`src/rtl/mem_port_arbiter.sv`:
```
// Arbiter sharing one single-ported instruction/data memory between the fetch
// port and the data port; the data port wins ties, but neither port is granted twice in a row while the other waits.
module mem_port_arbiter #(
    parameter int ADDR_W  = 32,
    parameter int DATA_W  = 32,
    parameter int MEM_LAT = 2
) (
    input  logic              clk,
    input  logic              rst,
    input  logic              if_req,
    input  logic [ADDR_W-1:0] if_addr,
    input  logic              if_kill,
    output logic [DATA_W-1:0] if_rdata,
    output logic              if_valid,
    output logic              if_stall,
    input  logic              dm_req,
    input  logic              dm_we,
    input  logic [ADDR_W-1:0] dm_addr,
    input  logic [DATA_W-1:0] dm_wdata,
    input  logic [2:0]        dm_size,
    output logic [DATA_W-1:0] dm_rdata,
    output logic              dm_valid,
    output logic              dm_stall,
    output logic              mem_en,
    output logic              mem_we,
    output logic [ADDR_W-1:0] mem_addr,
    output logic [DATA_W-1:0] mem_wdata,
    output logic [2:0]        mem_size,
    input  logic [DATA_W-1:0] mem_rdata,
    output logic              busy
);
    localparam int CNT_W = $clog2(MEM_LAT + 1);
    localparam logic OWN_IF = 1'b0;
    localparam logic OWN_DM = 1'b1;

    typedef enum logic [1:0] {S_IDLE, S_WAIT, S_RESP} state_t;

    state_t            state_q, state_d;
    logic              owner_q, owner_d;
    logic [CNT_W-1:0]  cnt_q, cnt_d;
    logic              kill_q, kill_d;
    logic              mem_en_q, mem_en_d;
    logic              mem_we_q, mem_we_d;
    logic [ADDR_W-1:0] mem_addr_q, mem_addr_d;
    logic [DATA_W-1:0] mem_wdata_q, mem_wdata_d;
    logic [2:0]        mem_size_q, mem_size_d;
    logic [DATA_W-1:0] if_rdata_q, if_rdata_d;
    logic [DATA_W-1:0] dm_rdata_q, dm_rdata_d;
    logic              if_valid_q, if_valid_d;
    logic              dm_valid_q, dm_valid_d;
    logic              grant_if, grant_dm;

    always_comb begin
        state_d     = state_q;
        owner_d     = owner_q;
        cnt_d       = cnt_q;
        kill_d      = kill_q;
        mem_en_d    = mem_en_q;
        mem_we_d    = mem_we_q;
        mem_addr_d  = mem_addr_q;
        mem_wdata_d = mem_wdata_q;
        mem_size_d  = mem_size_q;
        if_rdata_d  = if_rdata_q;
        dm_rdata_d  = dm_rdata_q;
        if_valid_d  = 1'b0;
        dm_valid_d  = 1'b0;
        grant_if    = 1'b0;
        grant_dm    = 1'b0;

        case (state_q)
            S_IDLE: begin
                if (dm_req) begin
                    grant_dm = 1'b1;
                end else if (if_req) begin
                    grant_if = 1'b1;
                end
            end
            S_WAIT: begin
                cnt_d = cnt_q - CNT_W'(1);
                if (owner_q == OWN_IF && if_kill) begin
                    kill_d = 1'b1;
                end
                if (cnt_q == CNT_W'(1)) begin
                    kill_d      = 1'b0;
                    mem_en_d    = 1'b0;
                    mem_we_d    = 1'b0;
                    mem_addr_d  = '0;
                    mem_wdata_d = '0;
                    mem_size_d  = '0;
                    // A kill seen in the final cycle still suppresses the response.
                    if (owner_q == OWN_IF && (kill_q || if_kill)) begin
                        state_d = S_IDLE;
                    end else begin
                        state_d = S_RESP;
                        if (owner_q == OWN_DM) begin
                            dm_valid_d = 1'b1;
                            if (!mem_we_q) begin
                                dm_rdata_d = mem_rdata;
                            end
                        end else begin
                            if_valid_d = 1'b1;
                            if_rdata_d = mem_rdata;
                        end
                    end
                end
            end
            S_RESP: begin
                // The owner's req is still up for the access just completed.
                if (owner_q == OWN_DM && if_req) begin
                    grant_if = 1'b1;
                end else if (owner_q == OWN_IF && dm_req) begin
                    grant_dm = 1'b1;
                end else begin
                    state_d = S_IDLE;
                end
            end
            default: state_d = S_IDLE;
        endcase

        if (grant_dm) begin
            state_d     = S_WAIT;
            owner_d     = OWN_DM;
            cnt_d       = CNT_W'(MEM_LAT);
            kill_d      = 1'b0;
            mem_en_d    = 1'b1;
            mem_we_d    = dm_we;
            mem_addr_d  = dm_addr;
            mem_wdata_d = dm_wdata;
            mem_size_d  = dm_size;
        end else if (grant_if) begin
            state_d     = S_WAIT;
            owner_d     = OWN_IF;
            cnt_d       = CNT_W'(MEM_LAT);
            kill_d      = 1'b0;
            mem_en_d    = 1'b1;
            mem_we_d    = 1'b0;
            mem_addr_d  = if_addr;
            mem_wdata_d = '0;
            mem_size_d  = 3'b010;
        end
    end

    always_ff @(posedge clk or negedge rst) begin
        if (!rst) begin
            state_q     <= S_IDLE;
            owner_q     <= OWN_IF;
            cnt_q       <= '0;
            kill_q      <= 1'b0;
            mem_en_q    <= 1'b0;
            mem_we_q    <= 1'b0;
            mem_addr_q  <= '0;
            mem_wdata_q <= '0;
            mem_size_q  <= '0;
            if_rdata_q  <= '0;
            dm_rdata_q  <= '0;
            if_valid_q  <= 1'b0;
            dm_valid_q  <= 1'b0;
        end else begin
            state_q     <= state_d;
            owner_q     <= owner_d;
            cnt_q       <= cnt_d;
            kill_q      <= kill_d;
            mem_en_q    <= mem_en_d;
            mem_we_q    <= mem_we_d;
            mem_addr_q  <= mem_addr_d;
            mem_wdata_q <= mem_wdata_d;
            mem_size_q  <= mem_size_d;
            if_rdata_q  <= if_rdata_d;
            dm_rdata_q  <= dm_rdata_d;
            if_valid_q  <= if_valid_d;
            dm_valid_q  <= dm_valid_d;
        end
    end

    assign mem_en    = mem_en_q;
    assign mem_we    = mem_we_q;
    assign mem_addr  = mem_addr_q;
    assign mem_wdata = mem_wdata_q;
    assign mem_size  = mem_size_q;
    assign if_rdata  = if_rdata_q;
    assign dm_rdata  = dm_rdata_q;
    assign if_valid  = if_valid_q;
    assign dm_valid  = dm_valid_q;
    assign if_stall  = if_req & ~if_valid_q;
    assign dm_stall  = dm_req & ~dm_valid_q;
    assign busy      = (state_q != S_IDLE);

endmodule

```
`config.mk`:
```
export PLATFORM = sky130hd
export DESIGN_NAME = mem_port_arbiter
export DESIGN_NICKNAME = d
export VERILOG_FILES = /design/src/rtl/mem_port_arbiter.sv
export SDC_FILE = /design/constraint.sdc
export NUM_CORES = 1
export LEC_CHECK = 0
export ABC_AREA = 1
export BUFFER_PORTS_ARGS = -buffer_cell sky130_fd_sc_hd__buf_4
export CAP_MARGIN = 15
export CORE_MARGIN = 5
export CORE_UTILIZATION = 46
export CTS_CLUSTER_DIAMETER = 40
export DETAILED_ROUTE_END_ITERATION = 10
export GPL_TIMING_DRIVEN = 0
export PLACE_DENSITY = 0.89
export SLEW_MARGIN = 20
export SYNTH_ARGS = -nofsm -noshare
export SYNTH_HDL_FRONTEND = slang
export SYNTH_SLANG_ARGS = --single-unit
```
`constraint.sdc`:
```
create_clock -name clk -period 2.1 [get_ports clk]
set_clock_uncertainty 0.15 [all_clocks]
set_input_delay 0.42 -clock clk [delete_from_list [all_inputs] [get_ports clk]]
set_output_delay 0.42 -clock clk [all_outputs]
set_load 0.005 [all_outputs]
```
After elaboration in Yosys (flattened, before gate mapping)
Cells that the tools add are included.
W data, S select, Z words.

word-level totals
  output and inout port bits = 138
  memory bits (writable) = 0
  memories kept = 0
  word-level logic and storage cells = 93
  flip-flop bits (word level) = 141
  input port bits = 137
  bits in read-only memories = 0
  bits in latches = 0

cells by class
  $lt $le $gt $ge = 0
  reductions and logical operators = 16
  bitwise gates (word level) = 7
  $add $sub $neg = 1
  multipliers = 0
  divide/modulo/power cells = 0
  eq/ne operators = 7
  shift operators = 0
  mux-type cells = 49

operator list
  cell                   count
  $mux W32               6
  $mux W1                27
  $mux W2                9
  $mux W3                4
  $ne A4 B4 Y1 const B   3
  $reduce_and A4 Y1      2
  $pmux W2 S3            1
  $reduce_bool A3 Y1     2
  $not A1 Y1             5
  $reduce_and A5 Y1      1
  $eq A2 B1 Y1 const B   2
  $logic_and A1 B1 Y1    4
  $pmux W1 S2            2
  $reduce_and A2 Y1      2
  $reduce_bool A2 Y1     2
  $reduce_bool A4 Y1     1
  $ne A3 B3 Y1 const B   1
  $and A1 B1 Y1          2
  $eq A2 B2 Y1 const B   1
  $logic_not A2 Y1       1
  $sub A2 B1 Y2 const B  1
  $logic_or A1 B1 Y1     1

Longest topological paths before layout
  depth after elaboration = 7
  mapped depth = 9
  depth with buffers taken out = 8

Least setup slack after synthesis
No wires, ideal clock.

  path kind = flip-flop to flip-flop
  start point = register cnt_q[1]
  end point = register dm_rdata_q[12] (netlist: dm_rdata[12])
  buffers on the path = 1
  required time = 1.818 ns
  stages on the path, launching flop included = 9
  period minus slack after synthesis = 1.539 ns
  arrival = 1.257 ns
  setup time = 0.132 ns
  path slack = 0.561 ns
  cell sequence = dfrtp_1 -> inv_1 -> ha_1 -> nand2_4 -> nor2_4 -> nand2_2 -> clkbuf_1 -> nand2_1 -> o21ai_0

on the way
  longest elaborated chain between the ends = 2

ends and longest elaborated chain
  what                                line  source
  start, declared                     40    logic [CNT_W-1:0] cnt_q, cnt_d;
  start signal, assigned              161   cnt_q <= cnt_d;
  $eq A2 B1 Y1                        83    if (cnt_q == CNT_W'(1)) begin
  $reduce_and A5 Y1 (no source line)  n/a
  end signal, assigned                169   dm_rdata_q <= dm_rdata_d;
  end, declared                       48    logic [DATA_W-1:0] dm_rdata_q, dm_rdata_d;

No other way between the ends.
A chain may end at the register's enable or synchronous reset.

Worst setup path in the final report
  start point = register state_q[1]
  end point = register mem_addr_q[9] (netlist: mem_addr[9])

on the way
  longest elaborated chain between the ends = 4
  elaborated cells on any way between the ends = 10
  those cells by class = 2 x eq/ne; 4 x mux; 4 x reduce/logical

ends and longest elaborated chain
  what                                                                    line  source
  start, declared                                                         38    state_t state_q, state_d;
  start signal, assigned                                                  159   state_q <= state_d;
  $eq A2 B2 Y1 / $logic_not A2 Y1 (equally long branches)                 70    case (state_q)
  $pmux W1 S2                                                             70
  $reduce_bool A3 Y1 (no source line) / $mux W32 (equally long branches)  n/a
  $reduce_and A2 Y1 (no source line) / $mux W32 (equally long branches)   n/a
  end signal, assigned                                                    165   mem_addr_q <= mem_addr_d;
  end, declared                                                           44    logic [ADDR_W-1:0] mem_addr_q, mem_addr_d;

Several ways; a longest one is shown, not always the timed one.

==> out/results.ini <==
[cts]
cts_sinks = 141
clk_latency_ns = 0.41
numCtsBuffers = 17
root_buffer = clkbuf_16
clk_pin_slew_ns = 0.05
cts_post_setup_buffers_inserted = 0
tritoncts = done
cts_max_level = 4
cts_buffer_depth = 2

[finish]
fin_nets = 1120
area_growth_pct = 49.91
final_common_cell = nand2_1
final_cell_mix = 317 x nand2_1, 273 x buf_4, 141 x dfrtp_1
multi_input_area_mm2 = 0.001808
fill_cells = 969
drive_above_1_share_pct = 33.67
diodes = 0
final-seq-area_mm2 = 0.003528

[setup_path]
crit_cells = 8
worstPathRequired_ns = 2.29
crit_fanout = 10
crit_chain = nand2_1 > inv_1 > nor2_2 > clkbuf_1 > nand2_1 > nand2_1 > inv_1 > nand2_1
crit_path_start_kind = flop
cpMostUsedCell = nand2_1
critical_path_buf_inv_count = 3
slowest_stage = dfrtp_1
critical-path-top-delay-family = simple AND/OR/NAND/NOR gates
startpoint = state_q[1]$_DFFE_PN0P_
cp-end-kind = flop
r2r.worst_path.cells = 8
r2r_start = state_q[1]$_DFFE_PN0P_
crit_arrival_ns = 2.08
slowest_delay_ns = 0.43
crit_type = flop to flop

[power]
p_per_area_mw_per_mm2 = 1412
p_leak_nw = 4.977
ir_drop_v = 0.0007320

[placement]
dpl.hpwl_um = 12990
port_buffers = 274
gp_congestion = 0.8139

[routing]
remaining_drc_errors = 0
drt_iter0_markers = 333
dr.pass1.iters = 4
vias = 5394
wl_per_cell_um = 14.55
drtAntennaViolNets = 0
routed_wl_um = 16940
via_per_inst = 4.634

[run]
cap_viol_max_count = 0

[min_path]
min_path_type = input pin to flop
hold_path_depth = 3
hold_start = dm_wdata[7]

[timing]
fin_tns_setup_ns = 0
period_minus_slack_ns = 1.894
rsz0062_at_grt = false
maxSlewViolCount = 0
max_freq_ghz = 0.5279
hold_viol_final = 0
tightest_slew_ns = 0.4954
holdWs_ns = 0.05788
slew_headroom_pct = 66.97
setup_viol = 0
post-route-period-util_pct = 90.21

[grt]
grt_max_degree = 99
overflow = 0
grt_pass1_vias = 5403
grt_use_total_pct = 22.75
grt_first_pass_wirelength_um = 26240
antenna_found_initial = 0

[yosys]
synth_seq_cells = 141
synth_cell_type_count = 18
synth_warnings = 0
ys_seq_area_share_pct = 61.09
syn-cell-area_mm2 = 0.005776
synth_nets = 825
postSynthCellCount = 687
syn_avg_cell_area_um2 = 8.407

[die]
start_util_pct = 46.33
die_y_um = 122.1
die_area_mm2 = 0.01490
num_rows = 41
fp.dieW_um = 122.1
top_level_ports = 275
core_area_mm2 = 0.01247

[status]
status = finished clean

where the power goes:
group          switching [W]  internal, W
registers           0.000690      0.00395
logic                0.00235      0.00240
clock network        0.00102      0.00181
per-stage QoR:
step / std cells / cell area, µm² / worst slack (ns) / total power, W / util (%)
2_1_floorplan: 687 / 5776 / 0.5608 / 0.006610 / -
3_3_place_gp: 1133 / 8048 / -0.1082 / 0.009222 / 64.56
3_5_place_dp: 1134 / 8083 / -0.009993 / 0.009468 / 64.84
4_1_cts: 1164 / 8658 / 0.1905 / 0.01236 / 69.46
5_1_grt: 1164 / 8658 / 0.02059 / 0.01310 / 69.46
6_report: 1164 / 8658 / 0.2055 / 0.01222 / 69.46
synth_stat cells (all sizes together):
cell type / instances / area (µm²)
nand2: 321 / 1220
dfrtp: 141 / 3528
inv: 77 / 289.0
nor2: 42 / 187.7
o21ai: 36 / 180.2
a21oi: 32 / 160.2
buf: 20 / 118.9
clkbuf: 9 / 33.78
nand3: 6 / 30.03
ha: 1 / 12.51
nand4: 1 / 6.260
xnor2: 1 / 8.760
logic make-up (layout without fill, tap and decap cells):
logic type	after synthesis	in the layout	synth area share, %
AND/OR/NAND/NOR	370	370	25.00
buffers and inverters	106	411	7.647
flip-flops	141	141	61.09
XOR/XNOR	1	1	0.1517
adder cells (fa/ha/maj)	1	1	0.2166
AO/OA/AOI/OAI	68	68	5.892
path summary, 6_finish.rpt:
check / slack (ns) / to
max: 0.21 / mem_addr[9]$_DFFE_PN0P_
min: 0.06 / mem_wdata[7]$_DFFE_PN0P_
max reg2reg: 0.21 / mem_addr[9]$_DFFE_PN0P_
min reg2reg: 0.32 / mem_wdata[31]$_DFFE_PN0P_
max in group asynchronous: 0.66 / dm_rdata[12]$_DFFE_PN0P_
min in group asynchronous: 0.35 / mem_wdata[11]$_DFFE_PN0P_
final cells by class:
class	count	area share (%)
multi-input combinational	440	20.88
clock inverter	8	1.069
inverter	77	3.338
tap	172	2.486
buffer	29	1.763
clock buffer	21	5.434
sequential	141	40.75
timing repair buffer	276	24.28
flip-flops by register name (all words and copies together), names as in the netlist:
register / cells
cnt_q: 2
dm_rdata: 32
dm_valid: 1
if_rdata: 32
if_valid: 1
kill_q: 1
mem_addr: 32
mem_en: 1
mem_size: 3
mem_wdata: 32
mem_we: 1
owner_q: 1
state_q: 2
layer usage:
metal  global-route usage [%]  share of wire [%]  vias up
met5                        0                  0        -
met1                    27.25                 39     2544
li1                         -                  -     2652
met3                    6.267                6.7       24
met2                    38.88                 52      174
met4                    9.167                2.1        0
what timing repair did:
item                                    CTS  global route
hold buffers                              1             0
resized for setup                         1             0
endpoints found under the setup margin    2             0
hold endpoints to repair                 43             0
tightest hold or removal path: stages:
cell and delay (ns):
buf_4 0.07, nand2_1 0.04, nand2_1 0.05
(Power assumes the default switching activity.)
